### src/rtl/beat_scheduler_if.sv
// Bundle of the scheduler's control, chart-configuration and lane-broadcast signals.
// Latency: none (wires only).
// Backpressure: none; every signal is a pulse or level with no handshake stall.
// Ports: master = game controller / chart loader side, slave = beat_scheduler.
//   tick/start/pause/restart_req/miss : one-cycle request pulses into the scheduler
//   cfg_we/cfg_addr/cfg_data/cfg_ack  : chart write strobe and one-cycle acknowledge
//   state/beat_cnt/miss_cnt/game_over : game status
//   spawn/stop_or_endgame/restart     : broadcast to every lane
interface beat_scheduler_if #(
    parameter int LANES = 4
);
    logic             tick;
    logic             start;
    logic             pause;
    logic             restart_req;
    logic             miss;
    logic             cfg_we;
    logic [6:0]       cfg_addr;
    logic [LANES-1:0] cfg_data;
    logic             cfg_ack;
    logic [1:0]       state;
    logic [6:0]       beat_cnt;
    logic [LANES-1:0] spawn;
    logic             stop_or_endgame;
    logic             restart;
    logic [3:0]       miss_cnt;
    logic             game_over;

    modport master (
        output tick, start, pause, restart_req, miss,
        output cfg_we, cfg_addr, cfg_data,
        input  cfg_ack, state, beat_cnt, spawn, stop_or_endgame, restart,
        input  miss_cnt, game_over
    );

    modport slave (
        input  tick, start, pause, restart_req, miss,
        input  cfg_we, cfg_addr, cfg_data,
        output cfg_ack, state, beat_cnt, spawn, stop_or_endgame, restart,
        output miss_cnt, game_over
    );
endinterface

### src/rtl/beat_scheduler.sv
// Game sequencer: idle/play/pause/end FSM, tick-to-beat divider, chart table and lane spawn pulses.
// Latency: every output is registered; a request pulse is reflected one clock later.
// Backpressure: none; requests are one-cycle pulses resolved by a fixed priority each cycle.
// Ports: clk, rst_n (async active-low) plus bus (beat_scheduler_if.slave):
//   inputs  tick, start, pause, restart_req, miss, cfg_we, cfg_addr, cfg_data
//   outputs cfg_ack, state, beat_cnt, spawn, stop_or_endgame, restart, miss_cnt, game_over
module beat_scheduler #(
    parameter int LANES          = 4,
    parameter int TICKS_PER_BEAT = 10,
    parameter int END_BEAT       = 92,
    parameter int MAX_MISS       = 3
) (
    input  logic              clk,
    input  logic              rst_n,
    beat_scheduler_if.slave   bus
);

    typedef enum logic [1:0] {
        ST_IDLE  = 2'd0,
        ST_PLAY  = 2'd1,
        ST_PAUSE = 2'd2,
        ST_END   = 2'd3
    } state_t;

    localparam int               TW         = (TICKS_PER_BEAT > 1) ? $clog2(TICKS_PER_BEAT) : 1;
    localparam logic [TW-1:0]    TICK_LAST  = TW'(TICKS_PER_BEAT - 1);
    localparam logic [6:0]       BEAT_END   = 7'(END_BEAT);
    localparam logic [6:0]       BEAT_LAST  = 7'(END_BEAT - 1);
    localparam logic [3:0]       MISS_LIMIT = 4'(MAX_MISS);

    state_t           state_q, state_n;
    logic [6:0]       beat_q, beat_n;
    logic [TW-1:0]    tick_q, tick_n;
    logic [3:0]       miss_q, miss_n;
    logic             go_q, go_n;
    logic [LANES-1:0] spawn_q, spawn_n;
    logic             restart_q, restart_n;
    logic             ack_q, ack_n;
    logic             stop_q;

    logic [LANES-1:0] chart_q [128];
    logic             chart_we;
    logic [6:0]       beat_inc;
    logic [3:0]       miss_inc;
    logic             beat_done;

    assign beat_inc  = beat_q + 7'd1;
    assign miss_inc  = (miss_q == 4'hF) ? 4'hF : miss_q + 4'd1;
    assign beat_done = bus.tick && (tick_q == TICK_LAST);
    // Chart writes only land while idle, so the table is stable for a whole game.
    assign chart_we  = bus.cfg_we && (state_q == ST_IDLE);

    always_ff @(posedge clk or negedge rst_n) begin
        if (!rst_n) begin
            for (int i = 0; i < 128; i++) begin
                chart_q[i] <= '0;
            end
        end else if (chart_we) begin
            chart_q[bus.cfg_addr] <= bus.cfg_data;
        end
    end

    always_ff @(posedge clk or negedge rst_n) begin
        if (!rst_n) begin
            state_q   <= ST_IDLE;
            beat_q    <= '0;
            tick_q    <= '0;
            miss_q    <= '0;
            go_q      <= 1'b0;
            spawn_q   <= '0;
            restart_q <= 1'b0;
            ack_q     <= 1'b0;
            stop_q    <= 1'b1;
        end else begin
            state_q   <= state_n;
            beat_q    <= beat_n;
            tick_q    <= tick_n;
            miss_q    <= miss_n;
            go_q      <= go_n;
            spawn_q   <= spawn_n;
            restart_q <= restart_n;
            ack_q     <= ack_n;
            // Registered from the next state so the freeze line tracks state with no decode glitch.
            stop_q    <= (state_n != ST_PLAY);
        end
    end

    always_comb begin
        state_n   = state_q;
        beat_n    = beat_q;
        tick_n    = tick_q;
        miss_n    = miss_q;
        go_n      = go_q;
        spawn_n   = '0;
        restart_n = 1'b0;
        ack_n     = chart_we;

        if (bus.restart_req) begin
            state_n   = ST_IDLE;
            beat_n    = '0;
            tick_n    = '0;
            miss_n    = '0;
            go_n      = 1'b0;
            restart_n = 1'b1;
        end else begin
            unique case (state_q)
                ST_IDLE: begin
                    if (bus.start) begin
                        state_n = ST_PLAY;
                    end
                end
                ST_PLAY: begin
                    if (bus.miss) begin
                        miss_n = miss_inc;
                    end
                    if (bus.miss && (miss_inc >= MISS_LIMIT)) begin
                        // Game lost: any coincident tick is discarded.
                        state_n = ST_END;
                        go_n    = 1'b1;
                    end else if (beat_done && (beat_q == BEAT_LAST)) begin
                        // Final beat outranks pause so the last spawn is never lost.
                        tick_n  = '0;
                        beat_n  = BEAT_END;
                        spawn_n = chart_q[BEAT_END];
                        state_n = ST_END;
                    end else if (bus.pause) begin
                        state_n = ST_PAUSE;
                    end else if (bus.tick && (beat_q < BEAT_END)) begin
                        if (beat_done) begin
                            tick_n  = '0;
                            beat_n  = beat_inc;
                            spawn_n = chart_q[beat_inc];
                        end else begin
                            tick_n = tick_q + TW'(1);
                        end
                    end
                end
                ST_PAUSE: begin
                    if (bus.pause) begin
                        state_n = ST_PLAY;
                    end
                end
                ST_END: begin
                    state_n = ST_END;
                end
                default: begin
                    state_n = ST_IDLE;
                end
            endcase
        end
    end

    assign bus.state           = state_q;
    assign bus.beat_cnt        = beat_q;
    assign bus.miss_cnt        = miss_q;
    assign bus.game_over       = go_q;
    assign bus.spawn           = spawn_q;
    assign bus.restart         = restart_q;
    assign bus.cfg_ack         = ack_q;
    assign bus.stop_or_endgame = stop_q;

endmodule
### src/flat_wrapper.sv
// flat-port wrapper written by rule: the top's interface ports become plain ports
module beat_scheduler_flat 
#(
    parameter int LANES          = 4,
    parameter int TICKS_PER_BEAT = 10,
    parameter int END_BEAT       = 92,
    parameter int MAX_MISS       = 3
)
  (clk, rst_n, bus_tick, bus_start, bus_pause, bus_restart_req, bus_miss, bus_cfg_we, bus_cfg_addr, bus_cfg_data, bus_cfg_ack, bus_state, bus_beat_cnt, bus_spawn, bus_stop_or_endgame, bus_restart, bus_miss_cnt, bus_game_over);
  beat_scheduler_if #(.LANES(LANES)) bus_i ();
  input  logic clk;
  input  logic rst_n;
  input wire logic [$bits(bus_i.tick)-1:0] bus_tick;
  input wire logic [$bits(bus_i.start)-1:0] bus_start;
  input wire logic [$bits(bus_i.pause)-1:0] bus_pause;
  input wire logic [$bits(bus_i.restart_req)-1:0] bus_restart_req;
  input wire logic [$bits(bus_i.miss)-1:0] bus_miss;
  input wire logic [$bits(bus_i.cfg_we)-1:0] bus_cfg_we;
  input wire logic [$bits(bus_i.cfg_addr)-1:0] bus_cfg_addr;
  input wire logic [$bits(bus_i.cfg_data)-1:0] bus_cfg_data;
  output wire logic [$bits(bus_i.cfg_ack)-1:0] bus_cfg_ack;
  output wire logic [$bits(bus_i.state)-1:0] bus_state;
  output wire logic [$bits(bus_i.beat_cnt)-1:0] bus_beat_cnt;
  output wire logic [$bits(bus_i.spawn)-1:0] bus_spawn;
  output wire logic [$bits(bus_i.stop_or_endgame)-1:0] bus_stop_or_endgame;
  output wire logic [$bits(bus_i.restart)-1:0] bus_restart;
  output wire logic [$bits(bus_i.miss_cnt)-1:0] bus_miss_cnt;
  output wire logic [$bits(bus_i.game_over)-1:0] bus_game_over;
  assign bus_i.tick = bus_tick;
  assign bus_i.start = bus_start;
  assign bus_i.pause = bus_pause;
  assign bus_i.restart_req = bus_restart_req;
  assign bus_i.miss = bus_miss;
  assign bus_i.cfg_we = bus_cfg_we;
  assign bus_i.cfg_addr = bus_cfg_addr;
  assign bus_i.cfg_data = bus_cfg_data;
  assign bus_cfg_ack = bus_i.cfg_ack;
  assign bus_state = bus_i.state;
  assign bus_beat_cnt = bus_i.beat_cnt;
  assign bus_spawn = bus_i.spawn;
  assign bus_stop_or_endgame = bus_i.stop_or_endgame;
  assign bus_restart = bus_i.restart;
  assign bus_miss_cnt = bus_i.miss_cnt;
  assign bus_game_over = bus_i.game_over;
  beat_scheduler #(.LANES(LANES), .TICKS_PER_BEAT(TICKS_PER_BEAT), .END_BEAT(END_BEAT), .MAX_MISS(MAX_MISS)) u_core (.clk(clk), .rst_n(rst_n), .bus(bus_i));
endmodule
### config.mk
export PLATFORM = sky130hd
export DESIGN_NAME = beat_scheduler_flat
export DESIGN_NICKNAME = d
export VERILOG_FILES = /design/src/rtl/beat_scheduler_if.sv /design/src/rtl/beat_scheduler.sv /design/src/flat_wrapper.sv
export SDC_FILE = /design/constraint.sdc
export NUM_CORES = 1
export LEC_CHECK = 0
export CAP_MARGIN = 30
export CORE_MARGIN = 5
export CORE_UTILIZATION = 35
export DETAILED_ROUTE_END_ITERATION = 7
export PLACE_DENSITY_LB_ADDON = 0.12
export RECOVER_POWER = 100
export SKIP_LAST_GASP = 1
export SLEW_MARGIN = 40
export SYNTH_ARGS = -nofsm -noshare
export SYNTH_HDL_FRONTEND = slang
export SYNTH_SLANG_ARGS = --single-unit
export TNS_END_PERCENT = 5
### constraint.sdc
create_clock -name clk -period 3.2 [get_ports clk]
set_clock_uncertainty 0.2 [all_clocks]
set_input_delay 0.96 -clock clk [delete_from_list [all_inputs] [get_ports clk]]
set_output_delay 0.96 -clock clk [all_outputs]
set_load 0.02 [all_outputs]
==> metrics.md <==
| Metric | Value |
|---|---|
| First-pass GRT wire length | ~110000 microns |
| Most common cell after layout, fill and taps aside | dfrtp_1 |
| Yosys warns | 0 |
| Sw frac | 0.252 |
| WL final | just over 70000 microns |
| Hold_ws | 299 ps |
| Crit path DAT | 3460 ps |
| Critical Path RT | 3450 ps |
| Top post-synthesis cells by area | dfrtp_1 52%, mux2_2 23%, mux4_2 11%, nand2_1 2.3%, clkbuf_1 1.1% |
| Layout Utilization | 0.417 |
| # rows | 99 |
| Core Region | slightly above 0.07 sq mm |
| Htree depth | 3 |
| Root buffer cell | clkbuf_16 |
| Critical Path Fanout Max | 7 |
| Hold Path Origin | u_core.chart_q[93]$_DFFE_PN0P_ |
| DRC viols | 0 |
| Slew @ Worst Pin | roughly 1300 ps |
| Most frequent cells in the layout | 533 x dfrtp_1, 512 x mux2_2, 155 x nand2_1 |
| # nets final | slightly below 2000 |
| Synth Net Count | between 1500 and 2000 |
| FF+latch count, synth | between 500 and 600 |
| Hold Path Class | reg2reg |
| Share of layout cells above drive strength 1 | 0.472 |
| DRT Pass-1 Iters | 5 |
| DIE AREA | 0.0786 sq mm |
| Final period util | 1.00 |
| Sequential power share | 0.434 |
| Asr flop ratio synth | 1.00 |
| Slew Viols, Final | 0 |
| Max VDD drop | roughly 0.29 mV |
| Drt via density | around 5.3 |
| Netlist Area Pre-Place | between 0.02 and 0.03 sq mm |
| CP Launch Type | flip-flop |
| DR vias | around 16000 |
| Share of the synthesized area in the top cell type | 0.525 |
| GP Congestion | roughly 0.8 |
| Status | complete, but fails checks |
| Gr ovfl total | 0 |
| # setup viols final | 1 |
| Pint | ~13 mW |
| Layout area overhead | 18.6% |
| CTS buffer count | 66 |
| Largest net degree at the start of global routing | 97 |
| Worst setup margin | -4.57 ps |
| Post-DP HPWL | 48200 microns |
| Global Route Usage Sum | 0.184 |
| Post-synthesis sequential area ratio | 0.526 |
| Switching Power | 4.32 mW |
| Minimum clock period | between 3000 and 4000 ps |
| CTS Sinks | roughly 540 |
| Fillers | roughly 6700 |
| Crit end category | flip-flop |
| Rel. slew slack | 0.136 |
| Setup repair bufs after CTS | 0 |
| Post-Syn Area per Cell | 14.4 sq um |
| Combinational group share of total power | 0.135 |
| Die width | about 280 microns |
| Fin. Hold Viols | 0 |
| Bufs on Longest Clock Path | 3 |
| Antenna viol nets, final | 0 |
| CTS tree | done |
| Yosys cell types | 74 |
| Main synth FF type | dfrtp_1 |
| IO Count | 40 |
| Static Leak | between 10 and 15 nW |
| Clock latency on the worst-skew pair | 600 ps |
| Mapped Cells | approximately 1800 |
| Failing checks | setup timing |
| IO buf count | 39 |
| DR iter-0 viols | 982 |
| MaxCap Viol Count | 0 |
| Starting Density | 0.352 |
| Clk pin slew, worst setup/hold paths | around 60 ps |
| Reg-to-Reg Start | u_core.bus.beat_cnt[0]$_DFFE_PN0P_ |
| P per Cell Area | 566 mW/mm^2 |
| CP Class | reg2reg |
| Vias in the first global route | between 15000 and 20000 |
| Max Freq | about 310 MHz |
| Number of synthesized flops with an enable pin | 0 |
| Cell taking the most area after synthesis | dfrtp_1 |
| Clock power share | 0.431 |
| Launch point of the worst path | u_core.bus.beat_cnt[0]$_DFFE_PN0P_ |
| RSZ-0062 raised after global routing | true |
| Ant. Diodes | 0 |
| Die Ht | approximately 280 microns |
| Drt wl/cell | around 24 microns |
| Initial antenna violation count | 0 |
## per-stage QoR
step / std cells / power (mW) / area [sq um] / setup TNS, ps / setup WS [ps]
floorplan: 1771 / 8.91 / 25600 / 0 / 383
global placement: 2835 / 9.90 / 28400 / -1240 / -105
detailed placement: 2835 / 9.95 / 28400 / -2720 / -123
CTS: 2951 / 17.5 / 30600 / -169 / -93.0
global route: 2951 / 17.9 / 30300 / -1400 / -118
finish: 2951 / 17.2 / 30300 / -4.57 / -4.57
## cell usage after synthesis (3+ instances only)
library cell,count
nand2b_1,8
o21ai_1,3
a21oi_1,10
a221oi_1,23
nor4_1,7
and2_1,40
and4b_1,3
a2111oi_0,3
clkbuf_1,77
ha_1,4
o21ai_0,5
buf_6,6
nand2_1,155
nand3_1,22
or2_2,3
mux2i_1,4
mux4_1,10
inv_1,7
o31ai_1,5
nor3_1,18
buf_4,9
or3_1,6
dfrtp_1,536
nor2_1,57
mux2_2,512
xnor2_1,3
nand4_1,4
mux4_2,122
buf_12,5
nor2b_1,9
buf_2,20
a211oi_1,15
a31oi_1,7
## path summary, 6_finish.rpt
path                       slack, ps  cells past startpoint                              end
setup / recovery                  -5                     10    u_core.bus.spawn[3]$_DFF_PN0_
hold / removal                   300                      1   u_core.chart_q[93]$_DFFE_PN0P_
setup reg to reg                  -5                     10    u_core.bus.spawn[3]$_DFF_PN0_
hold reg to reg                  300                      1   u_core.chart_q[93]$_DFFE_PN0P_
max in group asynchronous        290                      3  u_core.chart_q[434]$_DFFE_PN0P_
min in group asynchronous        990                      2   u_core.chart_q[59]$_DFFE_PN0P_
## layout make-up
| class | instances | area [sq um] | area share |
|---|---|---|---|
| Sequential cell | 537 | 13400 | 0.443 |
| Multi-Input combinational cell | 1108 | 11500 | 0.379 |
| Timing Repair Buffer | 225 | 2010 | 0.0663 |
| Clock buffer | 98 | 1920 | 0.0634 |
| Tap cell | 959 | 1200 | 0.0396 |
| Clock inverter | 17 | 229 | 0.00755 |
| Inverter | 7 | 26.3 | 0.000866 |
## cell families (layout without fill, tap and decap cells)
family                     count (synthesis)  after routing  synth area share
AOI/OAI and AO/OA                        100            100            0.0330
xor gates and xnor gates                   5              5           0.00274
adders and majority gates                  4              4           0.00196
buffers and inverters                    126            347            0.0262
DFF                                      537            537             0.526
muxes                                    648            648             0.345
and+or+nand+nor                          351            351            0.0656
## critical path: stages, from the launching register on
cell	delay, ps
dfrtp_4	500
ha_4	210
xnor2_1	290
a31oi_4	270
buf_4	260
buf_4	150
a211oi_1	370
a31oi_1	160
a311oi_1	370
buf_4	210
o41ai_2	60
## power groups by stage
stage | Combinational, mW | Clock (mW) | Sequential (mW)
2_1_floorplan | 1.41 | 0 | 7.51
3_3_place_gp | 2.34 | 0 | 7.56
3_5_place_dp | 2.37 | 0 | 7.58
4_1_cts | 2.38 | 7.65 | 7.46
5_1_grt | 2.50 | 7.89 | 7.51
6_report | 2.31 | 7.40 | 7.46
## flip-flops by register name (all words and copies together), names as in the netlist
register / flops
u_core.chart_q: 512
u_core.bus.beat_cnt: 7
u_core.bus.miss_cnt: 4
u_core.bus.spawn: 4
u_core.tick_q: 4
u_core.bus.state: 2
u_core.bus.cfg_ack: 1
u_core.bus.game_over: 1
u_core.bus.restart: 1
u_core.bus.stop_or_endgame: 1
## layer usage
metal	GRT usage	part of all wire	vias up
li1	-	-	6986
met1	0.262	0.47	8431
met2	0.302	0.48	236
met3	0.0265	0.032	84
met4	0.0382	0.017	0
met5	0	0	-
## repair_timing
action                                  4_1_cts  5_1_grt
hold buffers                                  1        0
hold endpoints to repair                      6        0
endpoints found under the setup margin        4        7
resized for setup                             3        3
Note: power is estimated with default switching activity, not from simulation.
